File: src/rtl/spatz_vrf_wport_arbiter_pkg.sv
// +--------------------------------------------------------------------------+
// | spatz_vrf_wport_arbiter_pkg : VRF write-port types shared by the arbiter  |
// | Revision : 1.0                                                           |
// +--------------------------------------------------------------------------+
`default_nettype none

package spatz_vrf_wport_arbiter_pkg;

  localparam int unsigned VRF_ADDR_W = 10;
  localparam int unsigned VRF_DATA_W = 64;
  localparam int unsigned VRF_BE_W   = VRF_DATA_W / 8;

  typedef logic [VRF_ADDR_W-1:0] vreg_addr_t;
  typedef logic [VRF_DATA_W-1:0] vreg_data_t;
  typedef logic [VRF_BE_W-1:0]   vreg_be_t;

  typedef struct packed {
    vreg_addr_t addr;
    vreg_data_t data;
    vreg_be_t   be;
  } vrf_wreq_t;

  // Callers only pass idx < 2*n, so one conditional subtract is a full modulo.
  function automatic int unsigned rr_wrap(input int unsigned idx, input int unsigned n);
    return (idx >= n) ? (idx - n) : idx;
  endfunction

endpackage

`default_nettype wire

File: src/rtl/spatz_vrf_wport_arbiter_if.sv
// +--------------------------------------------------------------------------+
// | spatz_vrf_wport_arbiter_if : unit request side and VRF write-port side    |
// | Revision : 1.0                                                           |
// +--------------------------------------------------------------------------+
`default_nettype none

interface spatz_vrf_wport_arbiter_if #(
  parameter int unsigned NR_REQ   = 3,
  parameter int unsigned NR_PORTS = 2
) ();
  import spatz_vrf_wport_arbiter_pkg::*;

  logic       [NR_REQ-1:0]   req_valid_i;
  logic       [NR_REQ-1:0]   req_ready_o;
  vreg_addr_t [NR_REQ-1:0]   req_waddr_i;
  vreg_data_t [NR_REQ-1:0]   req_wdata_i;
  vreg_be_t   [NR_REQ-1:0]   req_wbe_i;
  logic       [NR_REQ-1:0]   req_wack_o;

  vreg_addr_t [NR_PORTS-1:0] vrf_waddr_o;
  vreg_data_t [NR_PORTS-1:0] vrf_wdata_o;
  vreg_be_t   [NR_PORTS-1:0] vrf_wbe_o;
  logic       [NR_PORTS-1:0] vrf_we_o;
  logic       [NR_PORTS-1:0] vrf_wvalid_i;

  modport slave (
    input  req_valid_i, req_waddr_i, req_wdata_i, req_wbe_i, vrf_wvalid_i,
    output req_ready_o, req_wack_o, vrf_waddr_o, vrf_wdata_o, vrf_wbe_o, vrf_we_o
  );

  modport master (
    output req_valid_i, req_waddr_i, req_wdata_i, req_wbe_i, vrf_wvalid_i,
    input  req_ready_o, req_wack_o, vrf_waddr_o, vrf_wdata_o, vrf_wbe_o, vrf_we_o
  );

endinterface

`default_nettype wire

File: src/rtl/spatz_vrf_wport_arbiter_alloc.sv
// +--------------------------------------------------------------------------+
// | spatz_rr_alloc : round-robin N-to-M allocator of requesters onto ports    |
// | Revision : 1.0                                                           |
// +--------------------------------------------------------------------------+
`default_nettype none

module spatz_rr_alloc
  import spatz_vrf_wport_arbiter_pkg::*;
#(
  parameter int unsigned NR_REQ   = 3,
  parameter int unsigned NR_PORTS = 2,
  parameter int unsigned IDX_W    = $clog2(NR_REQ)
) (
  input  logic [NR_REQ-1:0]               eligible_i,
  input  logic [NR_PORTS-1:0]             free_i,
  input  logic [IDX_W-1:0]                rr_ptr_i,
  output logic [NR_REQ-1:0]               req_grant_o,
  output logic [NR_PORTS-1:0]             port_grant_o,
  output logic [NR_PORTS-1:0][IDX_W-1:0]  port_owner_o,
  output logic                            any_grant_o,
  output logic [IDX_W-1:0]                next_ptr_o
);

  always_comb begin
    int unsigned r;
    logic        placed;
    r            = 0;
    placed       = 1'b0;
    req_grant_o  = '0;
    port_grant_o = '0;
    port_owner_o = '0;
    any_grant_o  = 1'b0;
    next_ptr_o   = rr_ptr_i;
    // Requesters in priority order; each takes the lowest port still untaken.
    for (int unsigned k = 0; k < NR_REQ; k++) begin
      r      = rr_wrap(int'(rr_ptr_i) + k, NR_REQ);
      placed = 1'b0;
      if (eligible_i[r]) begin
        for (int unsigned p = 0; p < NR_PORTS; p++) begin
          if (!placed && free_i[p] && !port_grant_o[p]) begin
            placed          = 1'b1;
            port_grant_o[p] = 1'b1;
            port_owner_o[p] = IDX_W'(r);
            req_grant_o[r]  = 1'b1;
            any_grant_o     = 1'b1;
            next_ptr_o      = IDX_W'(rr_wrap(r + 1, NR_REQ));
          end
        end
      end
    end
  end

endmodule

`default_nettype wire

File: src/rtl/spatz_vrf_wport_arbiter.sv
// +--------------------------------------------------------------------------+
// | spatz_vrf_wport_arbiter : shares NR_PORTS VRF write ports among NR_REQ   |
// | units with round-robin grants, held port registers and commit acks.      |
// | Revision : 1.0                                                           |
// +--------------------------------------------------------------------------+
`default_nettype none

module spatz_vrf_wport_arbiter
  import spatz_vrf_wport_arbiter_pkg::*;
#(
  parameter int unsigned NR_REQ   = 3,
  parameter int unsigned NR_PORTS = 2
) (
  input  logic                       clk_i,
  input  logic                       rst_i,
  spatz_vrf_wport_arbiter_if.slave   wport_io
);

  localparam int unsigned IDX_W = $clog2(NR_REQ);

  if (NR_REQ < 2) begin : g_chk_nr_req
    $error("spatz_vrf_wport_arbiter: NR_REQ must be at least 2");
  end
  if ((NR_PORTS < 1) || (NR_PORTS > NR_REQ)) begin : g_chk_nr_ports
    $error("spatz_vrf_wport_arbiter: NR_PORTS must be in 1..NR_REQ");
  end

  logic      [NR_PORTS-1:0]            busy_q, busy_d;
  vrf_wreq_t [NR_PORTS-1:0]            port_q, port_d;
  logic      [NR_PORTS-1:0][IDX_W-1:0] owner_q, owner_d;
  logic      [NR_REQ-1:0]              outstanding_q, outstanding_d;
  logic      [IDX_W-1:0]               rr_ptr_q, rr_ptr_d;

  logic      [NR_PORTS-1:0]            retire, port_free, port_grant;
  logic      [NR_PORTS-1:0][IDX_W-1:0] alloc_owner;
  logic      [NR_REQ-1:0]              wack, eligible, req_grant;
  logic                                any_grant;
  logic      [IDX_W-1:0]               next_ptr;

  // A write acknowledged by the VRF frees its port for reuse in the same cycle.
  assign retire    = busy_q & wport_io.vrf_wvalid_i;
  assign port_free = ~busy_q | retire;

  always_comb begin
    wack = '0;
    for (int unsigned r = 0; r < NR_REQ; r++) begin
      for (int unsigned p = 0; p < NR_PORTS; p++) begin
        if (retire[p] && (owner_q[p] == IDX_W'(r))) begin
          wack[r] = 1'b1;
        end
      end
    end
  end

  // One write in flight per unit keeps each unit's writes in order.
  assign eligible = wport_io.req_valid_i & (~outstanding_q | wack);

  spatz_rr_alloc #(
    .NR_REQ   (NR_REQ),
    .NR_PORTS (NR_PORTS),
    .IDX_W    (IDX_W)
  ) i_alloc (
    .eligible_i   (eligible),
    .free_i       (port_free),
    .rr_ptr_i     (rr_ptr_q),
    .req_grant_o  (req_grant),
    .port_grant_o (port_grant),
    .port_owner_o (alloc_owner),
    .any_grant_o  (any_grant),
    .next_ptr_o   (next_ptr)
  );

  always_comb begin
    busy_d  = busy_q;
    port_d  = port_q;
    owner_d = owner_q;
    for (int unsigned p = 0; p < NR_PORTS; p++) begin
      if (port_grant[p]) begin
        busy_d[p]  = 1'b1;
        owner_d[p] = alloc_owner[p];
        for (int unsigned r = 0; r < NR_REQ; r++) begin
          if (alloc_owner[p] == IDX_W'(r)) begin
            port_d[p] = '{addr: wport_io.req_waddr_i[r],
                          data: wport_io.req_wdata_i[r],
                          be:   wport_io.req_wbe_i[r]};
          end
        end
      end else if (retire[p]) begin
        busy_d[p] = 1'b0;
      end
    end
    outstanding_d = req_grant | (outstanding_q & ~wack);
    rr_ptr_d      = any_grant ? next_ptr : rr_ptr_q;
  end

  always_ff @(posedge clk_i) begin
    if (rst_i) begin
      busy_q        <= '0;
      port_q        <= '0;
      owner_q       <= '0;
      outstanding_q <= '0;
      rr_ptr_q      <= '0;
    end else begin
      busy_q        <= busy_d;
      port_q        <= port_d;
      owner_q       <= owner_d;
      outstanding_q <= outstanding_d;
      rr_ptr_q      <= rr_ptr_d;
    end
  end

  // Pending writes are dropped silently when reset hits mid-operation.
  assign wport_io.req_ready_o = rst_i ? '0 : req_grant;
  assign wport_io.req_wack_o  = rst_i ? '0 : wack;
  assign wport_io.vrf_we_o    = busy_q;

  for (genvar p = 0; p < NR_PORTS; p++) begin : g_port_out
    assign wport_io.vrf_waddr_o[p] = port_q[p].addr;
    assign wport_io.vrf_wdata_o[p] = port_q[p].data;
    assign wport_io.vrf_wbe_o[p]   = port_q[p].be;
  end

endmodule

`default_nettype wire
File: src/flat_wrapper.sv
// flat-port wrapper written by rule: the top's interface ports become plain ports
module spatz_vrf_wport_arbiter_flat import spatz_vrf_wport_arbiter_pkg::*;
#(
  parameter int unsigned NR_REQ   = 3,
  parameter int unsigned NR_PORTS = 2
)
  (clk_i, rst_i, wport_io_req_valid_i, wport_io_req_waddr_i, wport_io_req_wdata_i, wport_io_req_wbe_i, wport_io_vrf_wvalid_i, wport_io_req_ready_o, wport_io_req_wack_o, wport_io_vrf_waddr_o, wport_io_vrf_wdata_o, wport_io_vrf_wbe_o, wport_io_vrf_we_o);
  spatz_vrf_wport_arbiter_if #(.NR_REQ(NR_REQ), .NR_PORTS(NR_PORTS)) wport_io_i ();
  input  logic clk_i;
  input  logic rst_i;
  input wire logic [$bits(wport_io_i.req_valid_i)-1:0] wport_io_req_valid_i;
  input wire logic [$bits(wport_io_i.req_waddr_i)-1:0] wport_io_req_waddr_i;
  input wire logic [$bits(wport_io_i.req_wdata_i)-1:0] wport_io_req_wdata_i;
  input wire logic [$bits(wport_io_i.req_wbe_i)-1:0] wport_io_req_wbe_i;
  input wire logic [$bits(wport_io_i.vrf_wvalid_i)-1:0] wport_io_vrf_wvalid_i;
  output wire logic [$bits(wport_io_i.req_ready_o)-1:0] wport_io_req_ready_o;
  output wire logic [$bits(wport_io_i.req_wack_o)-1:0] wport_io_req_wack_o;
  output wire logic [$bits(wport_io_i.vrf_waddr_o)-1:0] wport_io_vrf_waddr_o;
  output wire logic [$bits(wport_io_i.vrf_wdata_o)-1:0] wport_io_vrf_wdata_o;
  output wire logic [$bits(wport_io_i.vrf_wbe_o)-1:0] wport_io_vrf_wbe_o;
  output wire logic [$bits(wport_io_i.vrf_we_o)-1:0] wport_io_vrf_we_o;
  assign wport_io_i.req_valid_i = wport_io_req_valid_i;
  assign wport_io_i.req_waddr_i = wport_io_req_waddr_i;
  assign wport_io_i.req_wdata_i = wport_io_req_wdata_i;
  assign wport_io_i.req_wbe_i = wport_io_req_wbe_i;
  assign wport_io_i.vrf_wvalid_i = wport_io_vrf_wvalid_i;
  assign wport_io_req_ready_o = wport_io_i.req_ready_o;
  assign wport_io_req_wack_o = wport_io_i.req_wack_o;
  assign wport_io_vrf_waddr_o = wport_io_i.vrf_waddr_o;
  assign wport_io_vrf_wdata_o = wport_io_i.vrf_wdata_o;
  assign wport_io_vrf_wbe_o = wport_io_i.vrf_wbe_o;
  assign wport_io_vrf_we_o = wport_io_i.vrf_we_o;
  spatz_vrf_wport_arbiter #(.NR_REQ(NR_REQ), .NR_PORTS(NR_PORTS)) u_core (.clk_i(clk_i), .rst_i(rst_i), .wport_io(wport_io_i));
endmodule
File: config.mk
export PLATFORM = sky130hd
export DESIGN_NAME = spatz_vrf_wport_arbiter_flat
export DESIGN_NICKNAME = d
export VERILOG_FILES = /design/src/rtl/spatz_vrf_wport_arbiter_pkg.sv /design/src/rtl/spatz_vrf_wport_arbiter_if.sv /design/src/rtl/spatz_vrf_wport_arbiter_alloc.sv /design/src/rtl/spatz_vrf_wport_arbiter.sv /design/src/flat_wrapper.sv
export SDC_FILE = /design/constraint.sdc
export NUM_CORES = 1
export LEC_CHECK = 0
export CAP_MARGIN = 20
export CELL_PAD_IN_SITES_DETAIL_PLACEMENT = 2
export CELL_PAD_IN_SITES_GLOBAL_PLACEMENT = 2
export CORE_MARGIN = 4
export CORE_UTILIZATION = 26
export CTS_BUF_LIST = sky130_fd_sc_hd__clkbuf_4
export CTS_CLUSTER_SIZE = 10
export DETAILED_ROUTE_END_ITERATION = 12
export PLACE_DENSITY_LB_ADDON = 0.1
export SLEW_MARGIN = 10
export SYNTH_ARGS = -nofsm -noshare
export SYNTH_HDL_FRONTEND = slang
export SYNTH_SLANG_ARGS = --single-unit
File: constraint.sdc
create_clock -name clk_i -period 4.23 [get_ports clk_i]
set_input_delay 0.846 -clock clk_i [delete_from_list [all_inputs] [get_ports clk_i]]
set_output_delay 0.846 -clock clk_i [all_outputs]
set_load 0.05 [all_outputs]
# After elaboration in Yosys (flattened, before gate mapping)
# Cells that the tools add are included.
[classes]
addsub = 11
n_bitwise = 14
eq_ne = 8
muxes = 88
reduce_logical = 33
order_cmp = 12
[ops]
columns = ["op", "n"]
rows = [
  ["82-bit two-way mux", 6],
  ["32-bit by 1-bit adder with 32-bit output (second input constant)", 3],
  ["32-bit by 1-bit >= comparator with 1-bit output (second input constant)", 3],
  ["32-bit by 2-bit >= comparator with 1-bit output (second input constant)", 3],
  ["32-bit by 3-bit less-than comparator with 1-bit output (second input constant)", 3],
  ["32-bit two-way mux", 3],
  ["2-bit two-way mux", 21],
  ["3-bit two-way mux", 14],
  ["1-bit two-way mux", 35],
  ["3-bit bitwise OR", 7],
  ["1-bit logical AND", 16],
  ["4-bit two-way mux", 3],
  ["2-bit by 1-bit == test with 1-bit output (second input constant)", 4],
  ["2-bit == test (second input constant)", 4],
  ["2-bit logical NOT", 4],
  ["3-bit by 2-bit subtractor with 4-bit output (second input constant)", 2],
  ["1-bit logical NOT", 7],
  ["3-bit AND", 2],
  ["1-bit binary-select mux with 2-bit select", 3],
  ["1-bit demux with 2-bit select", 3],
  ["3-bit by 2-bit >= comparator with 1-bit output (second input constant)", 2],
  ["3-bit inverter", 2],
  ["3-bit nonzero test", 2],
  ["2-bit subtractor (second input constant)", 3],
  ["other kinds (9)", 11],
]
[word_totals]
word_cells = 178
inputBits = 253
reg_bits = 175
out_inout_bits = 172

# Depth between registers and ports, before layout
# Gate-level depths: netlist of run 1.
[logic_depth]
depth_word = 35
ltp_mapped = 13

# Cells and area by module
# Synthesis of run 1 repeated with hierarchy kept, for this count alone.
[hier_totals]
hier_cells = 1069
hier_area_um2 = 10555.1
[by_module_without_submodules]
columns = ["mod", "seq_area_each_um2", "area_each_um2", "cells_per_inst", "instances"]
rows = [
  ["spatz_vrf_wport_arbiter", 3503.4, 9898.2, 978, 1],
  ["spatz_rr_alloc", 0.0, 656.9, 91, 1],
]

# Worst setup path after synthesis of run 1
# No wires, ideal clock.
[synth_path]
path_kind = "in2out"
from = "input port wport_io_vrf_wvalid_i[1]"
to = "output port wport_io_req_ready_o[1]"
cell_stages = 8
t_arrival_ns = 3.492
t_required_ns = 3.384
slack_ns = -0.108
cell_sequence = "and4b_4 -> o311a_4 -> or3_1 -> buf_2 -> maj3_1 -> a211oi_2 -> nand2_1 -> a21oi_1"
[synth_via]
elab_chain_len = 24
elab_cells_between_ends = 53
classes_between = "mux: 29; bitwise: 8; reduce/logical: 16"
[synth_lines]
columns = ["element", "line", "source"]
rows = [
  ["start: declaration", "flat_wrapper.sv:15", "input wire logic [$bits(wport_io_i.vrf_wvalid_i)-1:0] wport_io_vrf_wvalid_i;"],
  ["2-bit AND *", "spatz_vrf_wport_arbiter.sv:41", "assign retire = busy_q & wport_io.vrf_wvalid_i;"],
  ["1-bit logical AND", "spatz_vrf_wport_arbiter.sv:48", "if (retire[p] && (owner_q[p] == IDX_W'(r))) begin"],
  ["1-bit two-way mux", "spatz_vrf_wport_arbiter.sv:48", ""],
  ["3-bit bitwise OR", "spatz_vrf_wport_arbiter.sv:56", "assign eligible = wport_io.req_valid_i & (~outstanding_q | wack);"],
  ["3-bit AND", "spatz_vrf_wport_arbiter.sv:56", ""],
  ["1-bit binary-select mux with 2-bit select", "spatz_vrf_wport_arbiter_alloc.sv:38", "if (eligible_i[r]) begin"],
  ["1-bit two-way mux (not written as such)", "spatz_vrf_wport_arbiter_alloc.sv:38", ""],
  ["2-bit two-way mux", "spatz_vrf_wport_arbiter_alloc.sv:38", ""],
  ["(+8 left out)", "n/a", ""],
  ["3-bit two-way mux", "spatz_vrf_wport_arbiter_alloc.sv:38", ""],
  ["3-bit bitwise OR (no source line)", "n/a", ""],
  ["3-bit two-way mux", "spatz_vrf_wport_arbiter_alloc.sv:40", "if (!placed && free_i[p] && !port_grant_o[p]) begin"],
  ["3-bit two-way mux", "spatz_vrf_wport_arbiter_alloc.sv:38", ""],
  ["3-bit bitwise OR (no source line)", "n/a", ""],
  ["3-bit two-way mux", "spatz_vrf_wport_arbiter_alloc.sv:40", ""],
  ["3-bit two-way mux *", "spatz_vrf_wport_arbiter_alloc.sv:38", ""],
  ["3-bit two-way mux *", "spatz_vrf_wport_arbiter.sv:113", "assign wport_io.req_ready_o = rst_i ? '0 : req_grant;"],
  ["end: declaration", "flat_wrapper.sv:16", "output wire logic [$bits(wport_io_i.req_ready_o)-1:0] wport_io_req_ready_o;"],
]
# Mark *: on every way between the ends. The rest lies on a longest branch, timed or not. The select of a mux whose other input is x is not followed.

# Worst setup path after layout of run 1
# Same ends and word-level chain as after synthesis.

==> flow_metrics.py, run 1 <==
metrics = {
    "status": {
        "outcome": "finished, final reports clean",
    },
    "drt": {
        "vias": 10700,
        "drt_wl_total_um": 50500,
        "met2RoutedLength_um": 25300,
        "route.met3.wl_um": 3080,
        "highest_layer": "met5",
        "firstDrtPassIters": 4,
        "routedLengthMet1_um": 21300,
        "dr_wl_cell_um": 24.4,
        "remaining_drc_errors": 0,
        "avgViaCountPerCell": 5.17,
        "drt_iter0_drc": 293,
        "antenna_violating_nets_post_route": 0,
    },
    "yosys": {
        "synth-seq-area-share": 0.331,
        "synth-simple-area-share": 0.140,
        "post_synth_fa_ha_maj_area_fraction": 0.00568,
        "combinational_family_with_the_most_area_after_synthesis": "compound AO/OA/AOI/OAI gates",
        "ys_async_sr_fraction": 0,
        "postSynthRegisterBits": 175,
        "synth_xor_area_frac": 0.00166,
        "synthesis.instances": 1097,
        "postSynthNetCount": 1354,
        "synth_enable_flop_cells": 0,
        "synth_mux_area_frac": 0.0776,
        "synth_cell_types": 68,
        "synth.yosys.warnings": 0,
        "ys.flop_type": "dfxtp_1",
        "syn_area_per_cell_um2": 9.64,
        "netlist_area_mm2": 0.0106,
        "compound_gate_portion_of_the_synthesized_area": 0.343,
    },
    "timing": {
        "worst_slew_pin_slew_ns": 0.688,
        "fin_hold_ws_ns": 0.465,
        "timing.fmax_mhz": 245,
        "timing.final.crit_share": 0.966,
        "rsz0062_at_grt": "false",
        "slew-limit-headroom": 0.540,
        "setup_tns_ns": 0,
        "worst_clock_skew_ns": 0.0174,
        "number_of_failing_setup_endpoints_in_the_final_timing_report": 0,
        "max_transition_viols_final": 0,
        "hold_viol": 0,
        "layout_min_cycle_time_ns": 4.09,
    },
    "die": {
        "dieArea_mm2": 0.0439,
        "die_height_um": 210,
        "die_w_um": 210,
        "core_area_mm2": 0.0400,
        "initial_core_util": 0.264,
        "num_rows": 73,
        "io-pin-count": 425,
    },
    "clock_network": {
        "clock_tree_from_tritoncts": "yes",
        "clk_latency_ns": 0.61,
        "ctsHoldBuffers": 0,
        "clock-root-buffer": "clkbuf_4",
        "cts_max_path_buffers": 2,
        "numCtsBuffers": 17,
        "clkSlewWorstSetupHoldPaths_ns": 0.16,
        "tritoncts_num_sinks": 175,
        "number_of_levels_the_h_tree_was_split_into": 4,
    },
    "critical_path": {
        "worst_setup_path_end_kind": "primary output",
        "wp_data_arrival_ns": 3.24,
        "crit_path_required_time_ns": 3.38,
        "crit_type": "in2out",
        "cp_max_fo": 6,
        "worst_setup_path_start_kind": "primary input",
    },
    "global_route": {
        "grt_start_max_net_pins": 69,
        "first_global_vias": 11700,
        "grt_first_pass_wirelength_um": 75600,
        "overall_track_demand_over_capacity_in_global_routing": 0.221,
        "grt_remaining_overflow": 0,
        "antenna_violations_before_repair": 13,
    },
    "power": {
        "power.density_mw_per_mm2": 871,
        "ir_worst_vdd_mv": 0.399,
        "power_leakage_nw": 6.49,
    },
    "place": {
        "port-buffer-count": 424,
        "hpwl_um": 37500,
        "place_congestion": 0.850,
    },
    "layout": {
        "layout.cells.most_common": "clkdlybuf4s50_1",
        "layout.core_utilization": 0.406,
        "area_delta_synth_final_pct": 53.5,
        "post_route_cells_drive_above_1_share": 0.206,
        "fin_nets": 1781,
        "layout.cells.most_common_list": "419 x clkdlybuf4s50_1, 170 x dfxtp_1, 108 x nand2_1",
    },
    "flow_run": {
        "cap_viol_max_count": 0,
    },
    "worst_hold_path": {
        "timing.hold.worst.class": "reg2reg",
    },
}
==> registers in the layout (all words and copies together) (netlist names) <==
name                         count
u_core.owner_q                   4
u_core.wport_io.vrf_wbe_o       16
u_core.wport_io.vrf_waddr_o     20
u_core.wport_io.vrf_we_o         2
u_core.outstanding_q             3
u_core.wport_io.vrf_wdata_o    128
u_core.rr_ptr_q                  2
==> cells by family after synthesis <==
family                   after synthesis
AO/OA/AOI/OAI                        310
XOR/XNOR                               2
adder cells (fa/ha/maj)                5
buffers and inverters                197
flip-flops                           175
multiplexers                          82
AND/OR/NAND/NOR                      326
==> final timing paths <==
| kind | from | end | slack, ns | cells past startpoint |
|---|---|---|---|---|
| setup / recovery | wport_io_vrf_wvalid_i[1] | wport_io_req_ready_o[1] | 0.14 | 9 |
| setup reg to reg | u_core.rr_ptr_q[0] | u_core.wport_io.vrf_wdata_o[113] | 0.91 | 13 |
| hold / removal | u_core.outstanding_q[2] | u_core.outstanding_q[2] | 0.46 | 2 |
| hold reg to reg | u_core.outstanding_q[2] | u_core.outstanding_q[2] | 0.46 | 2 |
==> metal layers <==
metal | vias to the layer above | GRT usage
li1 | 5005 | -
met3 | 45 | 0.0626
met1 | 5376 | 0.266
met5 | - | 0
met4 | 12 | 0.0569
met2 | 262 | 0.386
==> cell usage after synthesis, types with 12 or more instances <==
master    instances  area (um2)
buf_2            38         190
nand2_1         108         405
inv_1            90         338
a22o_1           83         727
clkbuf_1         40         150
dfxtp_1         175        3500
nor2_1          100         375
a221oi_2         70        1050
a221oi_1         12         105
o221ai_2         80        1200
nor3_1           84         420
mux2i_1          82         821
a21oi_1          15        75.1
buf_6            16         180
==> metrics by stage <==
stage,setup WS (ns),instance area [um2],cells,power [mW]
after floorplan,0.0105,10600,1097,9.56
after global placement,-0.102,15800,2022,13.0
after detailed placement,-0.119,15800,2022,13.2
after CTS,0.00172,16100,2054,14.3
after global routing,0.0150,16200,2067,15.0
final,0.143,16200,2069,14.1
==> area by class of cell <==
type                    count  area, um2
fillers                  4337      23800
multi-input cells         725       6110
repair buffers            515       5310
flip-flops and latches    175       3510
well taps                 525        657
inverters                  90        342
clock inverters            14        144
clock buffers              18        135
diodes                      7       17.5
==> worst max-delay path, cell delays in order <==
cell,delay [ns]
dlygate4sd2_1,0.29
and4b_4,0.23
o311a_4,0.35
or3_1,0.37
maj3_1,0.37
a211oi_2,0.29
nand2_1,0.13
a21oi_2,0.19
buf_12,0.16
==> where the power goes <==
group,switching (mW),internal (mW)
sequential,0.394,2.33
combinational,6.43,3.95
clock,0.679,0.355
==> timing repair <==
| action | in CTS | in global routing |
|---|---|---|
| resized for setup | 5 | 16 |
| endpoints found under the hold margin | 0 | 0 |
| pin swaps | 2 | 5 |
| setup endpoints to repair | 3 | 3 |
| setup buffers | 0 | 8 |
No activity file was read; power rests on OpenSTA's default activity.
==> run 2, diff against run 1 <==
Settings changed: GPL_TIMING_DRIVEN set to 0.
==> run 2 against run 1 <==
Effect of this change:
- first-iteration DRC count increased by 41%
- cell area decreased by 1.9%
- combinational power about the same
- total power decreased by 0.65%
- fmax decreased by 0.38%
- sequential share of layout area increased by 0.51 points
- cell count increased by 1.1%
- wire length increased by 5.6%
- largest cell class unchanged
==> flow_metrics.py, run 2 (synthesis results as in run 1) <==
metrics = {
    "timing": {
        "number_of_failing_setup_endpoints_in_the_final_timing_report": 0,
        "fin_hold_ws_ns": 0.465,
        "max_transition_viols_final": 0,
        "slew-limit-headroom": 0.275,
        "hold_viol": 0,
        "layout_min_cycle_time_ns": 4.10,
        "worst_clock_skew_ns": 0.0227,
        "timing.final.crit_share": 0.970,
        "worst_slew_pin_slew_ns": 1.09,
        "timing.fmax_mhz": 244,
        "post-route-worst-setup-slack_ns": 0.128,
    },
    "layout": {
        "layout.cells.most_common": "clkdlybuf4s50_1",
        "fillers": 4421,
        "fin_nets": 1806,
        "layout.cells.most_common_list": "419 x clkdlybuf4s50_1, 167 x dfxtp_1, 107 x nand2_1",
        "post_route_cells_drive_above_1_share": 0.192,
        "largest_register_ffs": 128,
        "area_delta_synth_final_pct": 50.6,
    },
    "critical_path": {
        "rr_worst_depth": 8,
        "critical_path.cell_chain": "and4bb_4 > o311a_4 > or3_1 > buf_6 > maj3_2 > a211oi_4 > a22oi_2 > nor2_1 > buf_6",
        "slowest_stage": "dfxtp_4",
        "crit_type": "reg2out",
        "regToRegSetupSlack_ns": 0.60,
        "crit_path_required_time_ns": 3.38,
        "cp_max_fo": 5,
        "critical_path.most_common_cell": "buf_6",
        "cp-startpoint": "u_core.owner_q[1]",
        "cp_top_family": "compound AO/OA/AOI/OAI gates",
        "crit_path_end": "wport_io_req_ready_o[0]",
        "worst_setup_path_start_kind": "flop",
        "timing.critical_path.slowest_cell_delay_ns": 0.41,
        "wp_data_arrival_ns": 3.26,
        "critical_path.n_buffers_inverters": 2,
        "worst_setup_path_end_kind": "primary output",
        "regToRegStartpoint": "u_core.owner_q[0]",
        "path_depth": 9,
        "r2r_end": "u_core.wport_io.vrf_waddr_o[5]",
    },
    "drt": {
        "drt_wl_total_um": 53400,
        "remaining_drc_errors": 0,
        "firstDrtPassIters": 4,
        "antenna_violating_nets_post_route": 0,
        "vias": 10900,
        "drt_iter0_drc": 412,
        "avgViaCountPerCell": 5.20,
        "dr_wl_cell_um": 25.5,
    },
    "clock_network": {
        "tritoncts_num_sinks": 175,
        "number_of_levels_the_h_tree_was_split_into": 4,
        "clock_tree_from_tritoncts": "yes",
        "clkSlewWorstSetupHoldPaths_ns": 0.16,
        "ctsHoldBuffers": 0,
        "numCtsBuffers": 17,
        "cts_max_path_buffers": 2,
        "clock-root-buffer": "clkbuf_4",
        "clk_latency_ns": 0.64,
    },
    "die": {
        "die_height_um": 210,
        "num_rows": 73,
        "core_area_mm2": 0.0400,
        "dieArea_mm2": 0.0439,
        "initial_core_util": 0.264,
        "die_w_um": 210,
        "io-pin-count": 425,
    },
    "power": {
        "power_leakage_nw": 6.34,
        "fin_total_pwr_mw": 14.0,
        "power.density_mw_per_mm2": 883,
        "ir_worst_vdd_mv": 0.333,
    },
    "flow_run": {
        "cap_viol_max_count": 0,
    },
    "place": {
        "port-buffer-count": 424,
        "hpwl_um": 40600,
        "dp_worst_setup_slack_ns": -1.12,
        "place_congestion": 0.817,
    },
    "global_route": {
        "overall_track_demand_over_capacity_in_global_routing": 0.231,
        "first_global_vias": 11800,
        "grt_remaining_overflow": 0,
        "grt_first_pass_wirelength_um": 77700,
        "antenna_violations_before_repair": 15,
        "grt_start_max_net_pins": 17,
    },
    "worst_hold_path": {
        "timing.hold.worst.class": "reg2reg",
        "whs_path_depth": 2,
    },
    "status": {
        "outcome": "finished, final reports clean",
    },
}
==> run 2: worst min-delay path: cells and delay by family (launching register included) <==
family          cells  cell delay (ns)
simple gates        1             0.05
flops               1             0.34
compound gates      1             0.05
==> run 2: worst min path at each step <==
stage	startpoint	endpoint	slack, ns
after floorplan	u_core.outstanding_q[0]	u_core.outstanding_q[0]	0.43
after global placement	u_core.outstanding_q[0]	u_core.outstanding_q[0]	0.44
after detailed placement	u_core.outstanding_q[0]	u_core.outstanding_q[0]	0.45
after CTS	u_core.outstanding_q[0]	u_core.outstanding_q[0]	0.47
after global routing	u_core.outstanding_q[0]	u_core.outstanding_q[0]	0.50
final	u_core.outstanding_q[0]	u_core.outstanding_q[0]	0.47
==> run 2: metal layers <==
metal | wire length, um | vias up | GRT usage
met5 | 154 | - | 0
met4 | 669 | 24 | 0.0419
met3 | 3160 | 54 | 0.0719
met2 | 26700 | 254 | 0.411
met1 | 22700 | 5506 | 0.278
li1 | - | 5035 | -
==> run 2: area by class of cell <==
type | instances | area [um2] | area share
multi-input cells | 725 | 6090 | 0.383
inverters | 90 | 338 | 0.0212
diodes | 5 | 12.5 | 0.000786
flip-flops and latches | 175 | 3530 | 0.222
repair buffers | 434 | 4310 | 0.271
well taps | 525 | 657 | 0.0413
clock inverters | 15 | 120 | 0.00755
plain buffers | 106 | 737 | 0.0463
clock buffers | 17 | 128 | 0.00802
==> run 2: report_power, final <==
group / internal [mW] / switching (mW) / total (mW)
registers: 2.34 / 0.403 / 2.74
logic: 3.72 / 6.59 / 10.3
clock network: 0.287 / 0.701 / 0.988
total: 6.35 / 7.70 / 14.0
==> run 2: repair_timing <==
item                                    CTS  global route
setup buffers                             7             3
endpoints found under the setup margin    3             6
resized for setup                        41            21
pin swaps                                 5             9
==> run 2: metrics by stage <==
stage | std cells | util | setup TNS, ns | area [um2]
finish | 2092 | 0.398 | 0 | 15900
global route | 2092 | 0.398 | -0.00697 | 15900
CTS | 2084 | 0.396 | 0 | 15900
detailed placement | 2046 | 0.387 | -47.88 | 15500
global placement | 2046 | 0.387 | -37.41 | 15500
floorplan | 1097 | - | 0 | 10600
